<file path="config.mk">
export PLATFORM = sky130hd
export DESIGN_NAME = pipelined_three_operand_adder
export DESIGN_NICKNAME = d
export VERILOG_FILES = /design/src/rtl/pipelined_three_operand_adder.sv
export SDC_FILE = /design/constraint.sdc
export NUM_CORES = 1
export LEC_CHECK = 0
export BUFFER_PORTS_ARGS = -buffer_cell sky130_fd_sc_hd__buf_2
export CORE_ASPECT_RATIO = 0.8
export CORE_UTILIZATION = 30
export DETAILED_ROUTE_END_ITERATION = 10
export SLEW_MARGIN = 10
export SYNTH_ARGS = -nofsm -noshare
export SYNTH_HDL_FRONTEND = slang
export SYNTH_SLANG_ARGS = --single-unit
</file>
<file path="constraint.sdc">
create_clock -name clk -period 2.6 [get_ports clk]
set_input_delay 0 -clock clk [delete_from_list [all_inputs] [get_ports clk]]
set_output_delay 0 -clock clk [all_outputs]
set_load 0.02 [all_outputs]
</file>
<file path="src/rtl/pipelined_three_operand_adder.sv">
// rtl/pipelined_three_operand_adder.sv - three-stage a+b+cin(+/-)c adder with valid/ready; optional result counter under THREE_OPERAND_ADDER_COUNT_EN
module pipelined_three_operand_adder #(
  parameter int WIDTH = 16
) (
  input  logic             clk,
  input  logic             reset,
  input  logic             in_valid,
  output logic             in_ready,
  input  logic [WIDTH-1:0] a,
  input  logic [WIDTH-1:0] b,
  input  logic [WIDTH-1:0] c,
  input  logic             cin,
  input  logic             sub_c,
  output logic             out_valid,
  input  logic             out_ready,
  output logic [WIDTH+1:0] sum,
  output logic             carry
`ifdef THREE_OPERAND_ADDER_COUNT_EN
  ,
  input  logic             count_clr,
  output logic [31:0]      result_count
`endif
);

  localparam int W2     = WIDTH + 2;
  localparam int LEVELS = $clog2(W2);

  // Kogge-Stone group generate; bit i of the result is the carry out of bit i.
  function automatic logic [W2-1:0] prefix_carry(input logic [W2-1:0] g_in,
                                                 input logic [W2-1:0] p_in);
    logic [W2-1:0] g, p, gn, pn;
    g = g_in;
    p = p_in;
    for (int lvl = 0; lvl < LEVELS; lvl++) begin
      gn = g;
      pn = p;
      for (int i = 0; i < W2; i++) begin
        if (i >= (1 << lvl)) begin
          gn[i] = g[i] | (p[i] & g[i - (1 << lvl)]);
          pn[i] = p[i] & p[i - (1 << lvl)];
        end
      end
      g = gn;
      p = pn;
    end
    return g;
  endfunction

  logic          adv;
  logic          v1, v2, v3;
  logic [W2-1:0] s1_s, s1_cr;
  logic          s1_ci;
  logic [W2-1:0] s2_p, s2_g;
  logic          s2_ci;
  logic [W2-1:0] sum_q;

  logic [W2-1:0] ax, bx, cx, maj, s_d, cr_d;
  logic [W2-1:0] g_d, p_d, gseed, carries_d;

  assign adv       = !v3 || out_ready;
  assign in_ready  = adv;
  assign out_valid = v3;
  assign sum       = sum_q;
  assign carry     = sum_q[W2-1];

  // S1: c is inverted after zero-extension; cin fills the free cr[0] slot,
  // and the subtract +1 rides along as the prefix carry-in.
  always_comb begin
    ax   = {2'b00, a};
    bx   = {2'b00, b};
    cx   = sub_c ? ~{2'b00, c} : {2'b00, c};
    s_d  = ax ^ bx ^ cx;
    maj  = (ax & bx) | (ax & cx) | (bx & cx);
    cr_d = {maj[W2-2:0], cin};
  end

  always_comb begin
    g_d       = s1_s & s1_cr;
    p_d       = s1_s ^ s1_cr;
    gseed     = g_d;
    gseed[0]  = g_d[0] | (p_d[0] & s1_ci);
    carries_d = prefix_carry(gseed, p_d);
  end

  always_ff @(posedge clk or posedge reset) begin
    if (reset) begin
      v1    <= 1'b0;
      v2    <= 1'b0;
      v3    <= 1'b0;
      s1_s  <= '0;
      s1_cr <= '0;
      s1_ci <= 1'b0;
      s2_p  <= '0;
      s2_g  <= '0;
      s2_ci <= 1'b0;
      sum_q <= '0;
    end else if (adv) begin
      v1 <= in_valid;
      v2 <= v1;
      v3 <= v2;
      if (in_valid) begin
        s1_s  <= s_d;
        s1_cr <= cr_d;
        s1_ci <= sub_c;
      end
      if (v1) begin
        s2_p  <= p_d;
        s2_g  <= carries_d;
        s2_ci <= s1_ci;
      end
      if (v2) begin
        sum_q <= s2_p ^ {s2_g[W2-2:0], s2_ci};
      end
    end
  end

`ifdef THREE_OPERAND_ADDER_COUNT_EN
  always_ff @(posedge clk or posedge reset) begin
    if (reset) begin
      result_count <= '0;
    end else if (count_clr) begin
      result_count <= '0;
    end else if (v3 && out_ready) begin
      result_count <= result_count + 32'd1;
    end
  end
`endif

endmodule
</file>
==> flow_summary.rst, run 1 <==
.. list-table::
   :header-rows: 1

   * - Metric
     - Value
   * - Number of violations of the max-capacitance limit
     - 0
   * - Worst reg2reg startpoint
     - out_valid
   * - Largest net degree at the start of global routing
     - 45
   * - Insertion delay to the later sink of the worst-skew pair
     - 340 ps
   * - DRC violation count after routing
     - 0
   * - Proportion of register bits with asynchronous set or reset after synthesis
     - 1.00
   * - Arr. time, crit path
     - 2230 ps
   * - Ranking of synthesized cells by area
     - dfrtp_1 (49%), nand2_1 (10%), fa_1 (6.9%), o21ai_0 (6.7%), xnor2_1 (6.4%)
   * - Min-Delay Path Class
     - primary input to flip-flop
   * - Maximum achievable frequency
     - 0.494 GHz
   * - Number of enable-type register cells in the synthesized netlist
     - 0
   * - Maximum ir drop on the vdd rail
     - 0.486 mV
   * - Clock buffer count from CTS
     - 9
   * - CP Class
     - flip-flop to flip-flop
   * - CTS tree
     - yes
   * - Flip-flop cell with the highest count after synthesis
     - dfrtp_1
   * - CP startpoint kind
     - flip-flop
   * - Total leakage power
     - 2.71 nW
   * - Critical path endpoint category
     - flip-flop
   * - Min Clock Period, post-route
     - 2020 ps
   * - Sequential fraction of the synthesis area
     - 0.486
   * - Die Y
     - 113 um
   * - Average footprint of a synthesized cell
     - 9.64 um2
   * - Buffer levels on the longest clock path
     - 2
   * - Final number of hold-violating endpoints
     - 0
   * - Post-detailed-routing wire length
     - 9.83 mm
   * - Area enclosed by the die boundary
     - 16000 um2
   * - Tot GR Track Use
     - 0.133
   * - Final max-slew violation count
     - 0
   * - Std-Cell Rows
     - 40
   * - Worst Path Required
     - 2800 ps
   * - Total negative setup slack
     - 0 ps
   * - Synth Warn #
     - 0
   * - Final net count
     - 641
   * - CTS Root Cell
     - clkbuf_16
   * - Worst slew pin tran
     - 897 ps
   * - DIE WIDTH
     - 141 um
   * - I/O pin count
     - 75
   * - Fraction of layout cells with a size suffix above 1
     - 0.187
   * - Area of the core region
     - 15100 um2
   * - Wire length per cell after detailed routing
     - 12.8 um
   * - Number of nets produced by synthesis
     - 568
   * - # clock sinks
     - 90
   * - Synthesized cell area
     - 4640 um2
   * - Seq cells post-synth
     - 90
   * - Drt pass-1 iters
     - 4
   * - Ratio of final minimum period to clock period
     - 0.779
   * - Share of the synthesized area in the top cell type
     - 0.486
   * - Wire length of the first global-routing pass
     - 16.6 mm
   * - RSZ-0062 raised after global routing
     - no
   * - Fill cells
     - 1531
   * - Util after Layout
     - 0.367
   * - Starting utilization of the core area
     - 0.308
   * - Via count of the first global-routing pass
     - 3339
   * - Cell with the most instances after synthesis
     - nand2_1
   * - Clock slew seen by the registers of the worst setup and hold paths
     - 60 ps
   * - Post-CTS repair timing setup buffer count
     - 0
   * - Number of routed nets with antenna violations
     - 0
   * - List of most frequent post-synthesis cells
     - nand2_1 (124), dfrtp_1 (90), o21ai_0 (62)
   * - Count of vias placed by the detailed router
     - 3374
   * - Number of antenna violations at the first check in global routing
     - 0
   * - Number of I/O port buffers
     - 74
   * - Total grt overflow
     - 0
   * - CP startpoint
     - out_valid
   * - Antenna diode count
     - 0
   * - H-tree depth
     - 3
   * - Worst setup skew after layout
     - 7.34 ps
   * - Post-detail-place hpwl
     - 7.63 mm
   * - Via density per instance
     - 4.40
   * - Origin of the worst min-delay path
     - b[7]
   * - CP max FO
     - 18
   * - Placed standard-cell area
     - 5240 um2
   * - First DRT Iteration DRCs
     - 201
   * - Number of distinct library cells after synthesis
     - 36
   * - Area growth syn-to-layout
     - 19.2%
   * - Status
     - finished clean
   * - Final count of negative-setup-slack endpoints
     - 0
   * - Relative slew slack
     - 0.401
   * - Last weighted congestion value of the routability-driven placer
     - 0.832
   * - Pwr per Cell Area
     - 1080 nW/um2
   * - Gate count after technology mapping
     - 481
   * - Cell accounting for the most synthesized area
     - dfrtp_1
   * - Post-Layout Inst Area
     - 5530 um2
[final cells by class]
cell class	instances	area (um2)	area share
clock buffers	10	229	0.0414
flip-flops and latches	90	2250	0.407
inverters	37	140	0.0253
clock inverters	4	45.0	0.00815
repair buffers	83	455	0.0824
well taps	210	263	0.0475
multi-input cells	333	2140	0.388
[critical path, cell delays in order, from the launching register on]
cell      delay [ps]
dfrtp_1          370
nand2b_1         280
nand2_1          460
a211o_1          420
a31oi_1          250
a21oi_1          110
[cells in the final DEF, fill, tap and decap left out]
cell / Yosys / layout
a21o_4: 1 / 1
clkbuf_16: 0 / 9
o21a_1: 1 / 1
o211ai_1: 3 / 3
ha_1: 17 / 17
a21oi_2: 1 / 1
clkinv_2: 0 / 4
a21oi_1: 15 / 15
xnor2_1: 34 / 34
nor4_1: 1 / 1
and2_1: 2 / 2
nand3_1: 5 / 5
a31oi_1: 10 / 10
a211oi_1: 1 / 1
buf_12: 0 / 1
a221oi_1: 2 / 2
dfrtp_1: 90 / 90
o32ai_2: 1 / 1
nand2_2: 0 / 1
nor2_1: 16 / 16
a2111oi_4: 1 / 1
o21bai_1: 3 / 3
buf_4: 1 / 6
fa_1: 16 / 16
nand2_1: 124 / 123
a211o_1: 1 / 1
mux2_2: 2 / 2
bufinv_16: 0 / 1
nor3_1: 1 / 1
a21o_1: 8 / 8
dlygate4sd3_1: 0 / 2
inv_1: 37 / 36
o21ai_0: 62 / 62
clkbuf_1: 13 / 1
and3_1: 1 / 1
o211ai_2: 1 / 1
nand4_4: 1 / 1
nand2b_1: 2 / 2
buf_2: 3 / 74
[power breakdown]
part	leakage, nW	internal [mW]	total (mW)	switching (mW)
clock network	0.138	0.729	1.23	0.502
logic	1.47	0.938	2.41	1.47
registers	1.11	1.96	2.34	0.372
[logic make-up after synthesis]
group                      Yosys count  share of synthesized area
AOI/OAI and AO/OA                  111                      0.145
xor gates and xnor gates            34                     0.0642
adders and majority gates           33                      0.115
buffers and inverters               58                     0.0523
DFF                                 90                      0.486
muxes                                2                    0.00486
and+or+nand+nor                    153                      0.132
[metal layers]
metal  track usage  up-vias  share of wire  routed length (um)
met5             0        -              0                   0
met4        0.0435        0          0.016                 157
met3        0.0334       15          0.064                 625
met2         0.181      109           0.37                3690
met1         0.202     1532           0.55                5360
li1              -     1718              -                   -
[metrics by stage]
step | instances | power [mW] | setup slack (ps) | hold WS, ps
after floorplan | 481 | 4.05 | 265 | 150
after CTS | 767 | 6.02 | 587 | 91.8
after detailed placement | 751 | 4.76 | 609 | 170
after global routing | 767 | 6.43 | 460 | 122
final | 767 | 5.98 | 576 | 100
after global placement | 751 | 4.69 | 673 | 172
[final timing paths]
kind | endpoint | slack (ps) | cells after the start
setup / recovery | s2_g[16] | 580 | 5
hold / removal | s1_s[7] | 100 | 4
setup reg to reg | s2_g[16] | 580 | 5
hold reg to reg | sum[16] | 470 | 2
max in group asynchronous | s1_cr[8] | 1570 | 4
min in group asynchronous | s1_s[8] | 340 | 3
[state kept, by name, summed over array words and instances, names as in the netlist]
register   cells
s2_g          17
v2             1
s1_cr         17
s1_s          17
sum           18
out_valid      1
s2_p          18
v1             1
[repair_timing]
item | CTS | global route
gates resized for setup | 0 | 0
hold buffers | 2 | 0
hold endpoints to repair | 43 | 0
Power figures use the tool's default switching activity.
==> run 2, diff against run 1 <==
ABC_AREA = 1   (was not set)
clock period = 2 ns   (was 2.6 ns; I/O delays follow)
==> flow_summary.rst, run 2 <==
.. list-table::
   :header-rows: 1

   * - Metric
     - Value
   * - Destination of the critical timing path
     - s2_g[10] (was s2_g[16])
   * - Critical path endpoint category
     - flip-flop (unchanged)
   * - CTS tree
     - yes (unchanged)
   * - Insertion delay to the later sink of the worst-skew pair
     - 340 ps (about the same)
   * - Count of vias placed by the detailed router
     - 3449 (was 3374)
   * - Number of enable-type register cells in the synthesized netlist
     - 0 (unchanged)
   * - Sequential fraction of the synthesis area
     - 0.452 (was 0.486)
   * - Ratio of final minimum period to clock period
     - 0.848 (was 0.779)
   * - Antenna diode count
     - 0 (unchanged)
   * - Final count of negative-setup-slack endpoints
     - 0 (unchanged)
   * - Number of routed nets with antenna violations
     - 0 (unchanged)
   * - Via count of the first global-routing pass
     - 3448 (was 3339)
   * - Area of the core region
     - 16000 um2 (was 15100 um2)
   * - Pwr per Cell Area
     - 1410 nW/um2 (was 1080 nW/um2)
   * - Most used cells in the layout excluding fill and tap cells
     - nand2_1 (131), dfrtp_1 (90), buf_2 (74) (was nand2_1 (123), dfrtp_1 (90), buf_2 (74))
   * - Number of antenna violations at the first check in global routing
     - 0 (unchanged)
   * - Cell count of the worst reg-to-reg path
     - 9 (was 5)
   * - Worst slew pin tran
     - 532 ps (was 897 ps)
   * - Relative slew slack
     - 0.646 (was 0.401)
   * - Starting utilization of the core area
     - 0.312 (was 0.308)
   * - Buffer levels on the longest clock path
     - 2 (unchanged)
   * - Pre-CTS worst setup slack
     - 322 ps (was 609 ps)
   * - Largest net degree at the start of global routing
     - 41 (was 45)
   * - Total grt overflow
     - 0 (unchanged)
   * - Most common cell after layout, fill and taps aside
     - nand2_1 (unchanged)
   * - Total negative setup slack
     - 0 ps (unchanged)
   * - R2r endpoint
     - s2_g[10] (was s2_g[16])
   * - Adder-Cell Fraction of Synth Area
     - 0.107 (was 0.115)
   * - Fraction of layout cells with a size suffix above 1
     - 0.219 (was 0.187)
   * - Tot GR Track Use
     - 0.128 (was 0.133)
   * - Gate count after technology mapping
     - 539 (was 481)
   * - Via density per instance
     - 4.15 (was 4.40)
   * - Die Y
     - 117 um (was 113 um)
   * - Simple-gate share of the synthesized area
     - 0.156 (was 0.132)
   * - CTS Root Cell
     - clkbuf_16 (unchanged)
   * - Largest family of logic cells by synthesized area
     - simple AND/OR/NAND/NOR gates (was compound AO/OA/AOI/OAI gates)
   * - Final max-slew violation count
     - 0 (unchanged)
   * - Ranking of synthesized cells by area
     - dfrtp_1 (45%), nand2_1 (9.9%), fa_1 (6.4%), o21ai_2 (6.0%), xnor2_1 (6.0%) (was dfrtp_1 (49%), nand2_1 (10%), fa_1 (6.9%), o21ai_0 (6.7%), xnor2_1 (6.4%))
   * - CP Class
     - flip-flop to flip-flop (unchanged)
   * - Area enclosed by the die boundary
     - 17100 um2 (was 16000 um2)
   * - # clock sinks
     - 90 (unchanged)
   * - Min-Delay Path Class
     - primary input to flip-flop (unchanged)
   * - Number of I/O port buffers
     - 74 (unchanged)
   * - Xor and xnor fraction of the mapped netlist area
     - 0.0597 (was 0.0642)
   * - Maximum ir drop on the vdd rail
     - 0.415 mV (was 0.486 mV)
   * - Worst Path Required
     - 2280 ps (was 2800 ps)
   * - Drt pass-1 iters
     - 5 (was 4)
   * - Final net count
     - 698 (was 641)
   * - Cell accounting for the most synthesized area
     - dfrtp_1 (unchanged)
   * - Number of violations of the max-capacitance limit
     - 0 (unchanged)
   * - Layout Cells excl Fill
     - 831 (was 767)
   * - Clock slew seen by the registers of the worst setup and hold paths
     - 60 ps (about the same)
   * - Min Clock Period, post-route
     - 1700 ps (was 2020 ps)
   * - Synthesized cell area
     - 4990 um2 (was 4640 um2)
   * - Clock buffer count from CTS
     - 9 (unchanged)
   * - CP startpoint
     - s1_cr[4] (was out_valid)
   * - Seq cells post-synth
     - 90 (unchanged)
   * - DIE WIDTH
     - 146 um (was 141 um)
   * - Proportion of register bits with asynchronous set or reset after synthesis
     - 1.00 (unchanged)
   * - I/O pin count
     - 75 (unchanged)
   * - List of most frequent post-synthesis cells
     - nand2_1 (131), dfrtp_1 (90), inv_1 (67) (was nand2_1 (124), dfrtp_1 (90), o21ai_0 (62))
   * - CP startpoint kind
     - flip-flop (unchanged)
   * - Share of the synthesized area in compound gates (AO/OA/AOI/OAI)
     - 0.130 (was 0.145)
   * - Count of cells resized by post-cts repair
     - 0 (unchanged)
   * - Wire length of the first global-routing pass
     - 17.4 mm (was 16.6 mm)
   * - Worst setup skew after layout
     - 7.07 ps (was 7.34 ps)
   * - Number of nets produced by synthesis
     - 626 (was 568)
   * - Area growth syn-to-layout
     - 16.7% (was 19.2%)
   * - CP max FO
     - 3 (was 18)
   * - Last weighted congestion value of the routability-driven placer
     - 0.846 (was 0.832)
   * - Mux contribution to synthesized area
     - 0.00452 (was 0.00486)
   * - Worst reg2reg startpoint
     - s1_cr[4] (was out_valid)
   * - Maximum achievable frequency
     - 0.590 GHz (was 0.494 GHz)
   * - Status
     - finished clean (unchanged)
   * - Post-detailed-routing wire length
     - 10.1 mm (was 9.83 mm)
   * - Cell with the most instances after synthesis
     - nand2_1 (unchanged)
   * - Flip-flop cell with the highest count after synthesis
     - dfrtp_1 (unchanged)
   * - Number of distinct library cells after synthesis
     - 27 (was 36)
   * - Synth Warn #
     - 0 (unchanged)
   * - Wire length per cell after detailed routing
     - 12.1 um (was 12.8 um)
   * - Arr. time, crit path
     - 1970 ps (was 2230 ps)
   * - First DRT Iteration DRCs
     - 234 (was 201)
   * - RSZ-0062 raised after global routing
     - no (unchanged)
   * - Total leakage power
     - 2.87 nW (was 2.71 nW)
   * - Util after Layout
     - 0.364 (was 0.367)
   * - Share of the synthesized area in the top cell type
     - 0.452 (was 0.486)
   * - Post-detail-place hpwl
     - 7.69 mm (was 7.63 mm)
   * - Final number of hold-violating endpoints
     - 0 (unchanged)
   * - Average footprint of a synthesized cell
     - 9.25 um2 (was 9.64 um2)
   * - Worst Setup Slack, final
     - 305 ps (was 576 ps)
   * - DRC violation count after routing
     - 0 (unchanged)
   * - Flop-to-flop setup slack
     - 300 ps (was 580 ps)
   * - H-tree depth
     - 3 (unchanged)
   * - Placed insts
     - 813 (was 751)
   * - Std-Cell Rows
     - 41 (was 40)
[run 2: worst max-delay path, cell delays in order (launching register included)]
cell and delay [ps]:
dfrtp_1 390, ha_1 330, inv_1 90, o21ai_0 290
a21oi_1 140, nand2_1 110, nand2_1 50, nand2_1 90
nand2_1 80, nand2_1 70
[run 2: worst min path at each step]
stage,to,start,cells after the start,slack [ps]
floorplan,s1_cr[0],cin,1,130
global placement,sum[3],reset,2,60
detailed placement,sum[3],reset,2,50
CTS,s1_s[3],b[3],4,80
global route,s1_s[1],b[1],4,100
finish,v1,in_valid,3,80
[run 2: area by class of cell]
class	count	area [um2]
fill	1680	10200
multi-input combinational	359	2280
sequential	90	2250
clock inverter	6	65.1
clock buffer	10	229
timing repair buffer	82	460
inverter	69	268
tap	215	269
[run 2: cell families (layout without fill, tap and decap cells)]
group | after synthesis | in the layout
adders and majority gates | 33 | 33
and+or+nand+nor | 191 | 191
AOI/OAI and AO/OA | 99 | 99
xor gates and xnor gates | 34 | 34
buffers and inverters | 90 | 167
DFF | 90 | 90
muxes | 2 | 2
[run 2: stage by stage]
step,hold WS (ps),power [mW],area [um2]
2_1_floorplan,132,5.69,4990
3_3_place_gp,63.2,6.53,5510
3_5_place_dp,54.0,6.55,5510
4_1_cts,76.6,8.29,5820
5_1_grt,103,8.93,5820
6_report,81.4,8.20,5820
[run 2: report_power, final]
part	switching [mW]	total, mW	internal (mW)	leakage (nW)
logic	2.14	3.46	1.32	1.65
registers	0.495	3.06	2.56	1.08
clock network	0.711	1.68	0.973	0.143
total	3.35	8.20	4.85	2.87
[run 2: metal layers]
layer  track usage  up-vias  part of all wire
li1              -     1846                 -
met1         0.214     1500              0.58
met2         0.154       96              0.35
met3        0.0350        7             0.069
met4        0.0273        0            0.0068
met5             0        -                 0
[run 2: repair_timing]
action / CTS / global route
hold buffers: 2 / 0
setup buffers: 0 / 0
endpoints found under the hold margin: 19 / 0
==> run 3, diff against run 2 <==
clock period = 1.7 ns   (was 2 ns; I/O delays follow)
==> flow_summary.rst, run 3 (synthesis results as in run 2) <==
.. list-table::
   :header-rows: 1

   * - Metric
     - Value
   * - # clock sinks
     - 90 (unchanged)
   * - CP Class
     - flip-flop to flip-flop (unchanged)
   * - Arr. time, crit path
     - 1850 ps (was 1970 ps)
   * - Final number of hold-violating endpoints
     - 0 (unchanged)
   * - Number of routed nets with antenna violations
     - 0 (unchanged)
   * - CTS Root Cell
     - clkbuf_16 (unchanged)
   * - Post-detailed-routing wire length
     - 10.6 mm (was 10.1 mm)
   * - Flop-to-flop setup slack
     - 110 ps (was 300 ps)
   * - Util after Layout
     - 0.370 (was 0.364)
   * - Total negative setup slack
     - 0 ps (unchanged)
   * - Status
     - finished clean (unchanged)
   * - Critical path endpoint category
     - flip-flop (unchanged)
   * - Via density per instance
     - 4.22 (was 4.15)
   * - DIE WIDTH
     - 146 um (unchanged)
   * - Clock slew seen by the registers of the worst setup and hold paths
     - 70 ps (was 60 ps)
   * - Placed standard-cell area
     - 5540 um2 (was 5510 um2)
   * - Area growth syn-to-layout
     - 18.7% (was 16.7%)
   * - RSZ-0062 raised after global routing
     - no (unchanged)
   * - Worst hold margin
     - 70.5 ps (was 81.4 ps)
   * - Std-Cell Rows
     - 41 (unchanged)
   * - Part of the total power dissipated in the clock network
     - 0.201 (was 0.205)
   * - Most common cell after layout, fill and taps aside
     - nand2_1 (unchanged)
   * - Portion of total power attributed to combinational logic
     - 0.431 (was 0.422)
   * - Power share of the sequential group
     - 0.368 (was 0.373)
   * - Last weighted congestion value of the routability-driven placer
     - 0.865 (was 0.846)
   * - Total leakage power
     - 2.89 nW (was 2.87 nW)
   * - Wire length per cell after detailed routing
     - 12.7 um (was 12.1 um)
   * - Layout Cells excl Fill
     - 835 (was 831)
   * - Min Clock Period, post-route
     - 1590 ps (was 1700 ps)
   * - Final max-slew violation count
     - 0 (unchanged)
   * - Fill cells
     - 1667 (was 1680)
   * - Antenna diode count
     - 0 (unchanged)
   * - Via count of the first global-routing pass
     - 3314 (was 3448)
   * - Drt pass-1 iters
     - 5 (unchanged)
   * - Post-detail-place hpwl
     - 7.92 mm (was 7.69 mm)
   * - Met3 layer wire length in the routed design
     - 486 um (was 691 um)
   * - Maximum achievable frequency
     - 0.630 GHz (was 0.590 GHz)
   * - Count of vias placed by the detailed router
     - 3522 (was 3449)
   * - Relative slew slack
     - 0.648 (was 0.646)
   * - Number of antenna violations at the first check in global routing
     - 0 (unchanged)
   * - Clock buffer count from CTS
     - 9 (unchanged)
   * - Maximum ir drop on the vdd rail
     - 0.585 mV (was 0.415 mV)
   * - Hold depth
     - 3 (unchanged)
   * - Crit path top cell by count
     - nand2_1 (unchanged)
   * - Worst setup skew after layout
     - 5.58 ps (was 7.07 ps)
   * - Largest net degree at the start of global routing
     - 40 (was 41)
   * - First DRT Iteration DRCs
     - 220 (was 234)
   * - H-tree depth
     - 3 (unchanged)
   * - CP max FO
     - 4 (was 3)
   * - Final count of negative-setup-slack endpoints
     - 0 (unchanged)
   * - Worst slew pin tran
     - 528 ps (was 532 ps)
   * - Cell count of the worst reg-to-reg path
     - 5 (was 9)
   * - CP startpoint
     - s1_cr[11] (was s1_cr[4])
   * - Post-Layout Inst Area
     - 5920 um2 (was 5820 um2)
   * - I/O pin count
     - 75 (unchanged)
   * - Ratio of final minimum period to clock period
     - 0.933 (was 0.848)
   * - Uppermost signal routing layer after detailed routing
     - met4 (unchanged)
   * - Worst reg2reg startpoint
     - s1_cr[11] (was s1_cr[4])
   * - Tot GR Track Use
     - 0.129 (was 0.128)
   * - R2r endpoint
     - s2_g[15] (was s2_g[10])
   * - Delay contributed by the slowest stage of the critical path
     - 400 ps (was 390 ps)
   * - Total grt overflow
     - 0 (unchanged)
   * - Final net count
     - 702 (was 698)
   * - Met1 WL
     - 6.23 mm (was 5.81 mm)
   * - Starting utilization of the core area
     - 0.312 (unchanged)
   * - Worst Path Required
     - 1970 ps (was 2280 ps)
   * - Fraction of layout cells with a size suffix above 1
     - 0.239 (was 0.219)
   * - DRC violation count after routing
     - 0 (unchanged)
   * - Cell with the largest stage delay on the worst path
     - dfrtp_1 (unchanged)
   * - Buffer levels on the longest clock path
     - 2 (unchanged)
   * - CP startpoint kind
     - flip-flop (unchanged)
   * - Placed insts
     - 816 (was 813)
   * - Area of the core region
     - 16000 um2 (unchanged)
   * - Number of I/O port buffers
     - 74 (unchanged)
   * - Pwr per Cell Area
     - 1670 nW/um2 (was 1410 nW/um2)
   * - Wire length on met2
     - 3.77 mm (was 3.49 mm)
   * - Area enclosed by the die boundary
     - 17100 um2 (unchanged)
   * - Cell internal pwr
     - 5.80 mW (was 4.85 mW)
   * - Most used cells in the layout excluding fill and tap cells
     - nand2_1 (130), dfrtp_1 (90), buf_2 (74) (was nand2_1 (131), dfrtp_1 (90), buf_2 (74))
   * - Destination of the critical timing path
     - s2_g[15] (was s2_g[10])
   * - Insertion delay to the later sink of the worst-skew pair
     - 340 ps (about the same)
   * - Min-Delay Path Class
     - primary input to flip-flop (unchanged)
   * - Number of violations of the max-capacitance limit
     - 0 (unchanged)
   * - Net switching fraction of the power
     - 0.412 (was 0.408)
   * - Die Y
     - 117 um (unchanged)
   * - Switching component of the power
     - 4.06 mW (was 3.35 mW)
   * - CTS tree
     - yes (unchanged)
   * - Cells traversed along the worst timing path
     - ha_1 > nand2_1 > nor4_1 > nand2_1 > a21oi_1 (was ha_1 > inv_1 > o21ai_0 > a21oi_1 > nand2_1 > nand2_1 > nand2_1 > nand2_1 > nand2_1)
   * - Wire length of the first global-routing pass
     - 17.4 mm (about the same)
## run 3: changes by cell type in the layout (fill, tap and decap cells not counted), sizes merged
cell      delta
buf          +3
clkinv       +1
clkinvlp     +1
inv          -2
nor2         +1
## run 3: what timing repair did
| action | CTS | global route |
|---|---|---|
| setup buffers | 0 | 0 |
| pin swaps | 0 | 1 |
| setup endpoints to repair | 4 | 10 |
| cloned | 0 | 1 |
| endpoints found under the hold margin | 91 | 0 |
| hold buffers | 2 | 0 |
| resized for setup | 1 | 12 |
## run 3: layout make-up
| cell class | count | area (um2) | area share |
|---|---|---|---|
| multi-input combinational | 360 | 2340 | 0.395 |
| sequential | 90 | 2250 | 0.380 |
| timing repair buffer | 85 | 495 | 0.0837 |
| tap | 215 | 269 | 0.0454 |
| inverter | 69 | 268 | 0.0452 |
| clock buffer | 10 | 229 | 0.0387 |
| clock inverter | 6 | 67.6 | 0.0114 |
## run 3: critical path: cells and delay by family (launching register included)
kind	cells	cell delay (ps)
AND/OR/NAND/NOR	3	580
AO/OA/AOI/OAI	1	140
flip-flops	1	400
adder cells (fa/ha/maj)	1	400
## run 3: power groups by stage
| stage | Combinational [mW] | Sequential, mW | Clock, mW |
|---|---|---|---|
| after floorplan | 2.93 | 3.77 | 0 |
| after global placement | 4.13 | 3.62 | 0 |
| after detailed placement | 4.12 | 3.66 | 0 |
| after CTS | 4.15 | 3.62 | 2.05 |
| after global routing | 4.80 | 3.74 | 2.13 |
| final | 4.25 | 3.63 | 1.99 |
## run 3: worst min-delay path by stage
stage,from,endpoint
after floorplan,cin,s1_cr[0]
after global placement,reset,sum[4]
after detailed placement,reset,sum[4]
after CTS,in_valid,s1_s[4]
after global routing,in_valid,s1_s[3]
final,in_valid,s1_s[4]
## run 3: stage by stage
stage / power (mW) / worst slack [ps]
floorplan: 6.70 / 223
global placement: 7.75 / 32.6
detailed placement: 7.78 / -50.7
CTS: 9.82 / 6.04
global route: 10.7 / 2.62
finish: 9.86 / 113
## run 3: metal layers
layer | vias to the layer above | track usage
met1 | 1573 | 0.219
met2 | 94 | 0.154
met5 | - | 0
met4 | 0 | 0.0332
li1 | 1844 | -
met3 | 11 | 0.0300
